--- src/rtl/king_move_collector.sv ---
// Collects king target squares from the move generator over a four-phase req/ack
// handshake, drops own-piece and duplicate squares, and streams survivors out.
module king_move_collector #(
    parameter int MAX_MOVES = 8,
    parameter int CNT_W     = 4
) (
    input  logic             clk,
    input  logic             rst,
    input  logic             start,
    input  logic [63:0]      own_mask,
    output logic             gen_req,
    input  logic             gen_ack,
    input  logic             gen_valid,
    input  logic [5:0]       gen_pos,
    output logic             out_valid,
    input  logic             out_ready,
    output logic [5:0]       out_pos,
    output logic             out_last,
    output logic [CNT_W-1:0] count,
    output logic             busy,
    output logic             done,
    output logic             overflow
);
    localparam int IDX_W = (MAX_MOVES > 1) ? $clog2(MAX_MOVES) : 1;
    localparam logic [CNT_W-1:0] MAX_CNT = CNT_W'(MAX_MOVES);

    typedef enum logic [1:0] {IDLE, COLLECT, RELEASE, DRAIN} state_t;

    state_t           state_q, state_d;
    logic [63:0]      seen_q;
    logic [CNT_W-1:0] rd_ptr_q, rd_ptr_d;
    logic [5:0]       mem_q [MAX_MOVES];
    logic             xfer, accept, keep;
    logic             gen_req_d, out_valid_d, out_last_d, done_d, busy_d;
    logic [5:0]       out_pos_d;

    // Output handshake: an entry transfers on a rising edge where out_valid && out_ready;
    // while out_valid && !out_ready, out_pos and out_last hold their values.
    assign xfer   = out_valid & out_ready;
    assign accept = (state_q == COLLECT) && gen_valid && !own_mask[gen_pos] && !seen_q[gen_pos];
    assign keep   = accept && (count != MAX_CNT);

    always_ff @(posedge clk or posedge rst) begin
        if (rst) state_q <= IDLE;
        else     state_q <= state_d;
    end

    always_comb begin
        state_d = state_q;
        case (state_q)
            IDLE:    if (start) state_d = COLLECT;
            COLLECT: if (gen_ack) state_d = RELEASE;
            RELEASE: if (!gen_ack) state_d = (count != '0) ? DRAIN : IDLE;
            DRAIN:   if (xfer && out_last) state_d = IDLE;
            default: state_d = IDLE;
        endcase
    end

    always_comb begin
        rd_ptr_d = rd_ptr_q;
        if (state_q == IDLE && start) rd_ptr_d = '0;
        else if (xfer)                rd_ptr_d = rd_ptr_q + CNT_W'(1);
    end

    // Next values of the registered outputs, derived from the next state.
    always_comb begin
        gen_req_d   = (state_d == COLLECT);
        busy_d      = (state_d != IDLE);
        out_valid_d = (state_d == DRAIN);
        out_pos_d   = out_pos;
        if (state_d == DRAIN) out_pos_d = mem_q[rd_ptr_d[IDX_W-1:0]];
        out_last_d  = (state_d == DRAIN) && (rd_ptr_d == count - CNT_W'(1));
        done_d      = ((state_q == RELEASE) && !gen_ack && (count == '0)) || (xfer && out_last);
    end

    always_ff @(posedge clk or posedge rst) begin
        if (rst) begin
            gen_req   <= 1'b0;
            busy      <= 1'b0;
            out_valid <= 1'b0;
            out_pos   <= '0;
            out_last  <= 1'b0;
            done      <= 1'b0;
        end else begin
            gen_req   <= gen_req_d;
            busy      <= busy_d;
            out_valid <= out_valid_d;
            out_pos   <= out_pos_d;
            out_last  <= out_last_d;
            done      <= done_d;
        end
    end

    always_ff @(posedge clk or posedge rst) begin
        if (rst) begin
            count    <= '0;
            seen_q   <= '0;
            overflow <= 1'b0;
            rd_ptr_q <= '0;
        end else begin
            rd_ptr_q <= rd_ptr_d;
            if (state_q == IDLE && start) begin
                count    <= '0;
                seen_q   <= '0;
                overflow <= 1'b0;
            end else if (accept) begin
                if (keep) begin
                    count           <= count + CNT_W'(1);
                    seen_q[gen_pos] <= 1'b1;
                end else begin
                    overflow <= 1'b1;
                end
            end
        end
    end

    // Buffer contents need no reset: entries are only read below count.
    always_ff @(posedge clk) begin
        if (keep) mem_q[count[IDX_W-1:0]] <= gen_pos;
    end
endmodule

--- config.mk ---
export PLATFORM = sky130hd
export DESIGN_NAME = king_move_collector
export DESIGN_NICKNAME = d
export VERILOG_FILES = /design/src/rtl/king_move_collector.sv
export SDC_FILE = /design/constraint.sdc
export NUM_CORES = 1
export LEC_CHECK = 0
export CAP_MARGIN = 10
export CORE_MARGIN = 5
export CORE_UTILIZATION = 39
export DETAILED_ROUTE_END_ITERATION = 16
export DONT_BUFFER_PORTS = 1
export SYNTH_ARGS = -nofsm -noshare
export SYNTH_HDL_FRONTEND = slang
export SYNTH_SLANG_ARGS = --single-unit
export TNS_END_PERCENT = 20
--- constraint.sdc ---
create_clock -name clk -period 3.2 [get_ports clk]
set_input_delay 0.64 -clock clk [delete_from_list [all_inputs] [get_ports clk]]
set_output_delay 0.64 -clock clk [all_outputs]
set_load 0.05 [all_outputs]
Word-level counts from Yosys, hierarchy flattened:

Memory sizes are Yosys's and may differ from the RTL's. A register that Yosys moved wholly into a read port is not among the register bits.
Index checks and enable logic that the tools add are counted.
Widths: inputs -> output; s select.

* bits in registers: 80
* bits in writable memories: 48
* word-level logic and storage cells: 73
* memories: 1

* add/sub/neg operators: 3
* magnitude comparators: 2
* eq/ne operators: 8
* mux-type cells: 25
* bitwise logic cells: 2
* reduce and logical (&&, ||, !) cells: 22

Memory list
* mem_q: depth 8, width 6, read ports 1, clocked after Yosys merged registers in 1, wr ports 1, line 32 `logic [5:0] mem_q [MAX_MOVES];`

Operators by type and width (count)
* $mux 64: 3
* $or 64x64->64: 1
* $mux 4: 5
* $bmux 1 s6: 2
* $logic_and 1x1->1: 10
* $mux 2: 5
* $add 4x1->4 const B: 2
* $mux 1: 8
* $pmux 2 s4: 1
* $lt 6x7->1 const B: 1
* $demux 1 s6: 1
* $eq 2x2->1 const B: 3
* $ge 6x1->1 const B: 1
* $reduce_bool 2->1: 3
* $eq 2x1->1 const B: 2
* $eq 4x4->1: 1
* $logic_not 4->1: 1
* $ne 4x4->1 const B: 1
* $reduce_and 2->1: 2
* $reduce_bool 4->1: 1
* $sub 4x1->4 const B: 1
* $logic_not 1->1: 3
* $logic_not 2->1: 1
* $ne 2x1->1 const B: 1
* 2 further kinds: 2

Depth between registers and ports, before layout:

* depth in word-level cells: 9
* gate-level depth with buffers: 11

Worst setup path before layout:

Ideal clock, no wire load.

* path kind: input -> register
* start point: in gen_pos[2]
* end point: mem mem_q[0][0] (enable)
* setup time: 386 ps
* arrival: 3067 ps
* data required time: 2814 ps
* setup slack: -253 ps
* cell stages on the path: 10
* path buffers: 3
* cell sequence: buf_6 > or3b_1 > buf_4 > o21bai_1 > o221ai_1 > o311a_1 > a221oi_4 > nand3b_4 > buf_2 > nor4_1

* word-level cells in the longest chain between the ends: 8

Ends and longest elaborated chain
* start: declaration: line 14 `input logic [5:0] gen_pos,`
* $bmux 1 s6: line 40 `assign accept = (state_q == COLLECT) && gen_valid && !own_mask[gen_pos] && !seen_q[gen_pos];`
* $mux 1 (implied by the code): line 40
* $logic_not 1->1: line 40
* $logic_and 1x1->1: line 40
* $logic_and 1x1->1 (*): line 40
* $logic_and 1x1->1 (*): line 41 `assign keep = accept && (count != MAX_CNT);`
* $mux 1 (*): line 119 `if (keep) mem_q[count[IDX_W-1:0]] <= gen_pos;`
* $mux 1 (implied by the code) (*): line 119
* end: declaration: line 32

Mark *: on every way between the ends. The rest lies on a longest branch, timed or not. The select of a mux whose other input is x is not followed.

Worst setup path after layout:

* start point: reg seen_q[33]
* end point: mem mem_q[4][2] (enable)

* word-level cells in the longest chain between the ends: 7

Ends and longest elaborated chain
* start: declaration: line 30 `logic [63:0] seen_q;`
* start signal: assignment: line 97 `seen_q <= '0;`
* start signal: assignment: line 104 `seen_q <= '0;`
* start signal: indexed assignment: line 109 `seen_q[gen_pos] <= 1'b1;`
* $bmux 1 s6: line 40
* $mux 1 (implied by the code): line 40
* $logic_not 1->1: line 40
* $logic_and 1x1->1: line 40
* $logic_and 1x1->1: line 41
* $mux 1: line 119
* $mux 1 (implied by the code): line 119

No other way between the ends. The select of a mux whose other input is x is not followed.

==> reports/qor.json <==
{
  "run_status": "finished, final reports clean",
  "floorplan.rows": 47,
  "grt_util_all_layers_pct": 19.65,
  "clkLatencyLatePin_ps": 410,
  "vias_per_cell": 5.740,
  "initial_core_util_pct": 40.02,
  "postCtsSetupBuffers": 0,
  "start_kind": "flip-flop",
  "cts-buffers-inserted": 17,
  "hold-worst-slack_ps": 224.1,
  "antenna_violating_nets_post_route": 0,
  "cts_htree_levels": 4,
  "routedWlPerCell_um": 22.01,
  "synth-async-reset-ratio_pct": 64.18,
  "setup_slack_ps": 481.1,
  "filler_cell_count": 1593,
  "timing.slew.headroom_pct": 48.64,
  "worstSetupPathType": "reg2reg",
  "post-place-ws_ps": 121.1,
  "worst_r2r_endpoint": "mem_q[4][2]$_DFFE_PP_",
  "routed-via-count": 4994,
  "worstPathBufferInverterCount": 1,
  "synthDominantCellAreaShare_pct": 32.20,
  "die-width_um": 140.9,
  "synth_largest_area_cell": "sky130_fd_sc_hd__dfrtp_1",
  "crit_end": "mem_q[4][2]$_DFFE_PP_",
  "antenna_cells": 0,
  "grt_pass1_vias": 5105,
  "synth.ff_latch_count": 134,
  "drt_iter0_drc": 444,
  "coreArea_um2": 16700,
  "fin_worst_skew_ps": 11.45,
  "worstPathMaxFanout": 6,
  "least_margin_pin_slew_ps": 769.5,
  "synth.top_cells.by_area": "sky130_fd_sc_hd__dfrtp_1 32%, sky130_fd_sc_hd__edfxtp_1 22%, sky130_fd_sc_hd__nand2_1 8.1%, sky130_fd_sc_hd__o31ai_2 4.7%, sky130_fd_sc_hd__o31ai_1 4.4%",
  "post_detailed_placement_half_perimeter_wirelength_um": 12830,
  "largest_vdd_supply_drop_v": 0.0004093,
  "cts_tree": "done",
  "cts_hold_repair.buffers": 0,
  "drc": 0,
  "worst-endpoint-arrival_ps": 2840,
  "number_of_synthesis_warnings": 0,
  "cap_viol_max_count": 0,
  "drt_pre_antenna_iters": 5,
  "number_of_antenna_violations_at_the_first_check_in_global_routing": 1,
  "port_buffers": 0,
  "max_clock_freq_mhz": 367.8,
  "critical_path_depth": 7,
  "ordered_list_of_cells_on_the_worst_path": "mux4_2 > a221oi_1 > o2111ai_1 > a221oi_4 > nand3_1 > nor3_1 > buf_4",
  "hold_path.class": "in2async",
  "slowest_stage": "sky130_fd_sc_hd__a221oi_4",
  "finalWorstPathRequiredPeriod_ps": 2719,
  "layout.cells.most_common_list": "145 x sky130_fd_sc_hd__nand2_1, 86 x sky130_fd_sc_hd__dfrtp_1, 48 x sky130_fd_sc_hd__edfxtp_1, 39 x sky130_fd_sc_hd__o31ai_1, 32 x sky130_fd_sc_hd__nor2_1",
  "power_per_cell_area_nw_per_um2": 735.2,
  "startpoint": "seen_q[33]$_DFFE_PP0P_",
  "die_area_um2": 19860,
  "critPathCaptureType": "flip-flop",
  "report.final.setup_viol": 0,
  "rsz_0062_raised_after_global_routing": "false",
  "most_common_cell_after_layout_fill_and_taps_aside": "sky130_fd_sc_hd__nand2_1",
  "detail_route.wirelength_um": 19150,
  "dominantRegCellSynth": "sky130_fd_sc_hd__dfrtp_1",
  "synth_area_per_cell_um2": 10.49,
  "hold_viol": 0,
  "final-max-slew-violation-count": 0,
  "reg2reg_setup_slack_ps": 480,
  "wp_data_required_ps": 3320,
  "post_route_cells_drive_above_1_share_pct": 16.15,
  "overflow": 0,
  "cts.root.buffer_cell": "sky130_fd_sc_hd__clkbuf_16",
  "grt_start_max_net_pins": 69,
  "critical_path.reg2reg.startpoint": "seen_q[33]$_DFFE_PP0P_",
  "edff_count_synth": 48,
  "final_net_count": 716,
  "post-route-util_pct": 45.35,
  "syn-num-nets": 716,
  "path_clk_slew_ps": 60,
  "p_total_uw": 5568,
  "p_leak_uw": 0.003057,
  "final_min_period_over_clock_period_pct": 84.96,
  "die-height_um": 140.9,
  "count_of_boundary_i_o_pins": 92,
  "synthToLayoutAreaGrowth_pct": 13.31,
  "ctsResizeCount": 0,
  "critical_path.top_delay_family": "compound AO/OA/AOI/OAI gates",
  "grt_first_pass_wirelength_um": 29970,
  "netlist_instances": 637,
  "synthesis.area_um2": 6684,
  "cpPeakStageDelay_ps": 510,
  "clock-sinks": 134,
  "max-clock-path-buffers": 2,
  "globalplace.congestion": 0.8547,
  "seq_area_frac_synth_pct": 53.76,
  "worstRegToRegCells": 7,
  "ys_types": 69
}
## cell type report
class / instances / area [um^2] / area share (%)
Tap cell: 220 / 275.3 / 3.635
Timing Repair Buffer: 27 / 227.7 / 3.007
Clock inverter: 9 / 110.1 / 1.454
Clock buffer: 23 / 521.8 / 6.889
Multi-Input combinational cell: 444 / 2795 / 36.91
Sequential cell: 134 / 3593 / 47.45
Inverter: 13 / 50.05 / 0.6608
## sequential cells by signal, summed over array words and instances, names as in the netlist
name	flops
busy	1
count	4
done	1
gen_req	1
mem_q	48
out_last	1
out_pos	6
out_valid	1
overflow	1
rd_ptr_q	4
seen_q	64
state_q	2
## power by group
part           total [uW]  switching [uW]  internal [uW]  leakage [uW]
registers            2240             313           1930       0.00161
clock network        2070             754           1310      0.000299
logic                1260             851            410       0.00115
total                5570            1920           3650       0.00306
## kinds of logic (layout without fill, tap and decap cells)
group	count (synthesis)	count (layout)	share of synthesized area (%)
compound gates	151	151	18.74
xor+xnor	8	8	1.048
fa+ha+maj	3	3	0.5616
buf+inv	59	72	4.511
flops	134	134	53.76
mux	17	17	3.164
simple gates	265	265	18.21
## through the flow
stage	instance area, um^2	setup TNS [ps]	cells
6_report	7574	0	870
3_5_place_dp	6942	0	838
3_3_place_gp	6942	0	838
2_1_floorplan	6690	-2013	637
4_1_cts	7574	0	870
5_1_grt	7574	0	870
## per-layer routing
layer | part of all wire [%] | vias up | GRT usage [%] | routed length [um]
met5 | 0.037 | - | 0 | 7
met3 | 8.7 | 33 | 6.197 | 1666
met1 | 40 | 2446 | 24.77 | 7741
met2 | 49 | 189 | 31.78 | 9318
li1 | - | 2324 | - | -
met4 | 2.2 | 2 | 7.394 | 417
## worst reg2reg max path: stages (launching register included)
cell and delay [ps]:
sky130_fd_sc_hd__dfrtp_1 380, sky130_fd_sc_hd__mux4_2 450, sky130_fd_sc_hd__a221oi_1 220, sky130_fd_sc_hd__o2111ai_1 230, sky130_fd_sc_hd__a221oi_4 510, sky130_fd_sc_hd__nand3_1 230, sky130_fd_sc_hd__nor3_1 200, sky130_fd_sc_hd__buf_4 200
## synthesized netlist by cell type (all sizes together), types with 4 or more instances
| library cell | instances |
|---|---|
| nand3 | 23 |
| edfxtp | 48 |
| a31oi | 10 |
| a311oi | 7 |
| clkbuf | 23 |
| or3b | 4 |
| dfrtp | 86 |
| o31ai | 64 |
| nand2 | 148 |
| mux2i | 11 |
| nand3b | 5 |
| and3 | 9 |
| inv | 12 |
| o21ai | 15 |
| or3 | 5 |
| a221o | 4 |
| buf | 23 |
| nor2b | 6 |
| a21oi | 14 |
| xnor2 | 6 |
| nor2 | 32 |
| or2 | 7 |
| nor3 | 14 |
| nand2b | 7 |
## how the worst min path moves through the flow
| stage | end | slack, ps | from | cells past startpoint |
|---|---|---|---|---|
| after floorplan | seen_q[60]$_DFFE_PP0P_ | 440 | seen_q[60]$_DFFE_PP0P_ | 2 |
| after CTS | busy$_DFF_PP0_ | 230 | rst | 1 |
| after global placement | seen_q[53]$_DFFE_PP0P_ | 450 | seen_q[53]$_DFFE_PP0P_ | 2 |
| after detailed placement | seen_q[60]$_DFFE_PP0P_ | 460 | seen_q[60]$_DFFE_PP0P_ | 2 |
| after global routing | busy$_DFF_PP0_ | 280 | rst | 1 |
| final | busy$_DFF_PP0_ | 220 | rst | 1 |
Note: power is estimated with default switching activity, not from simulation.
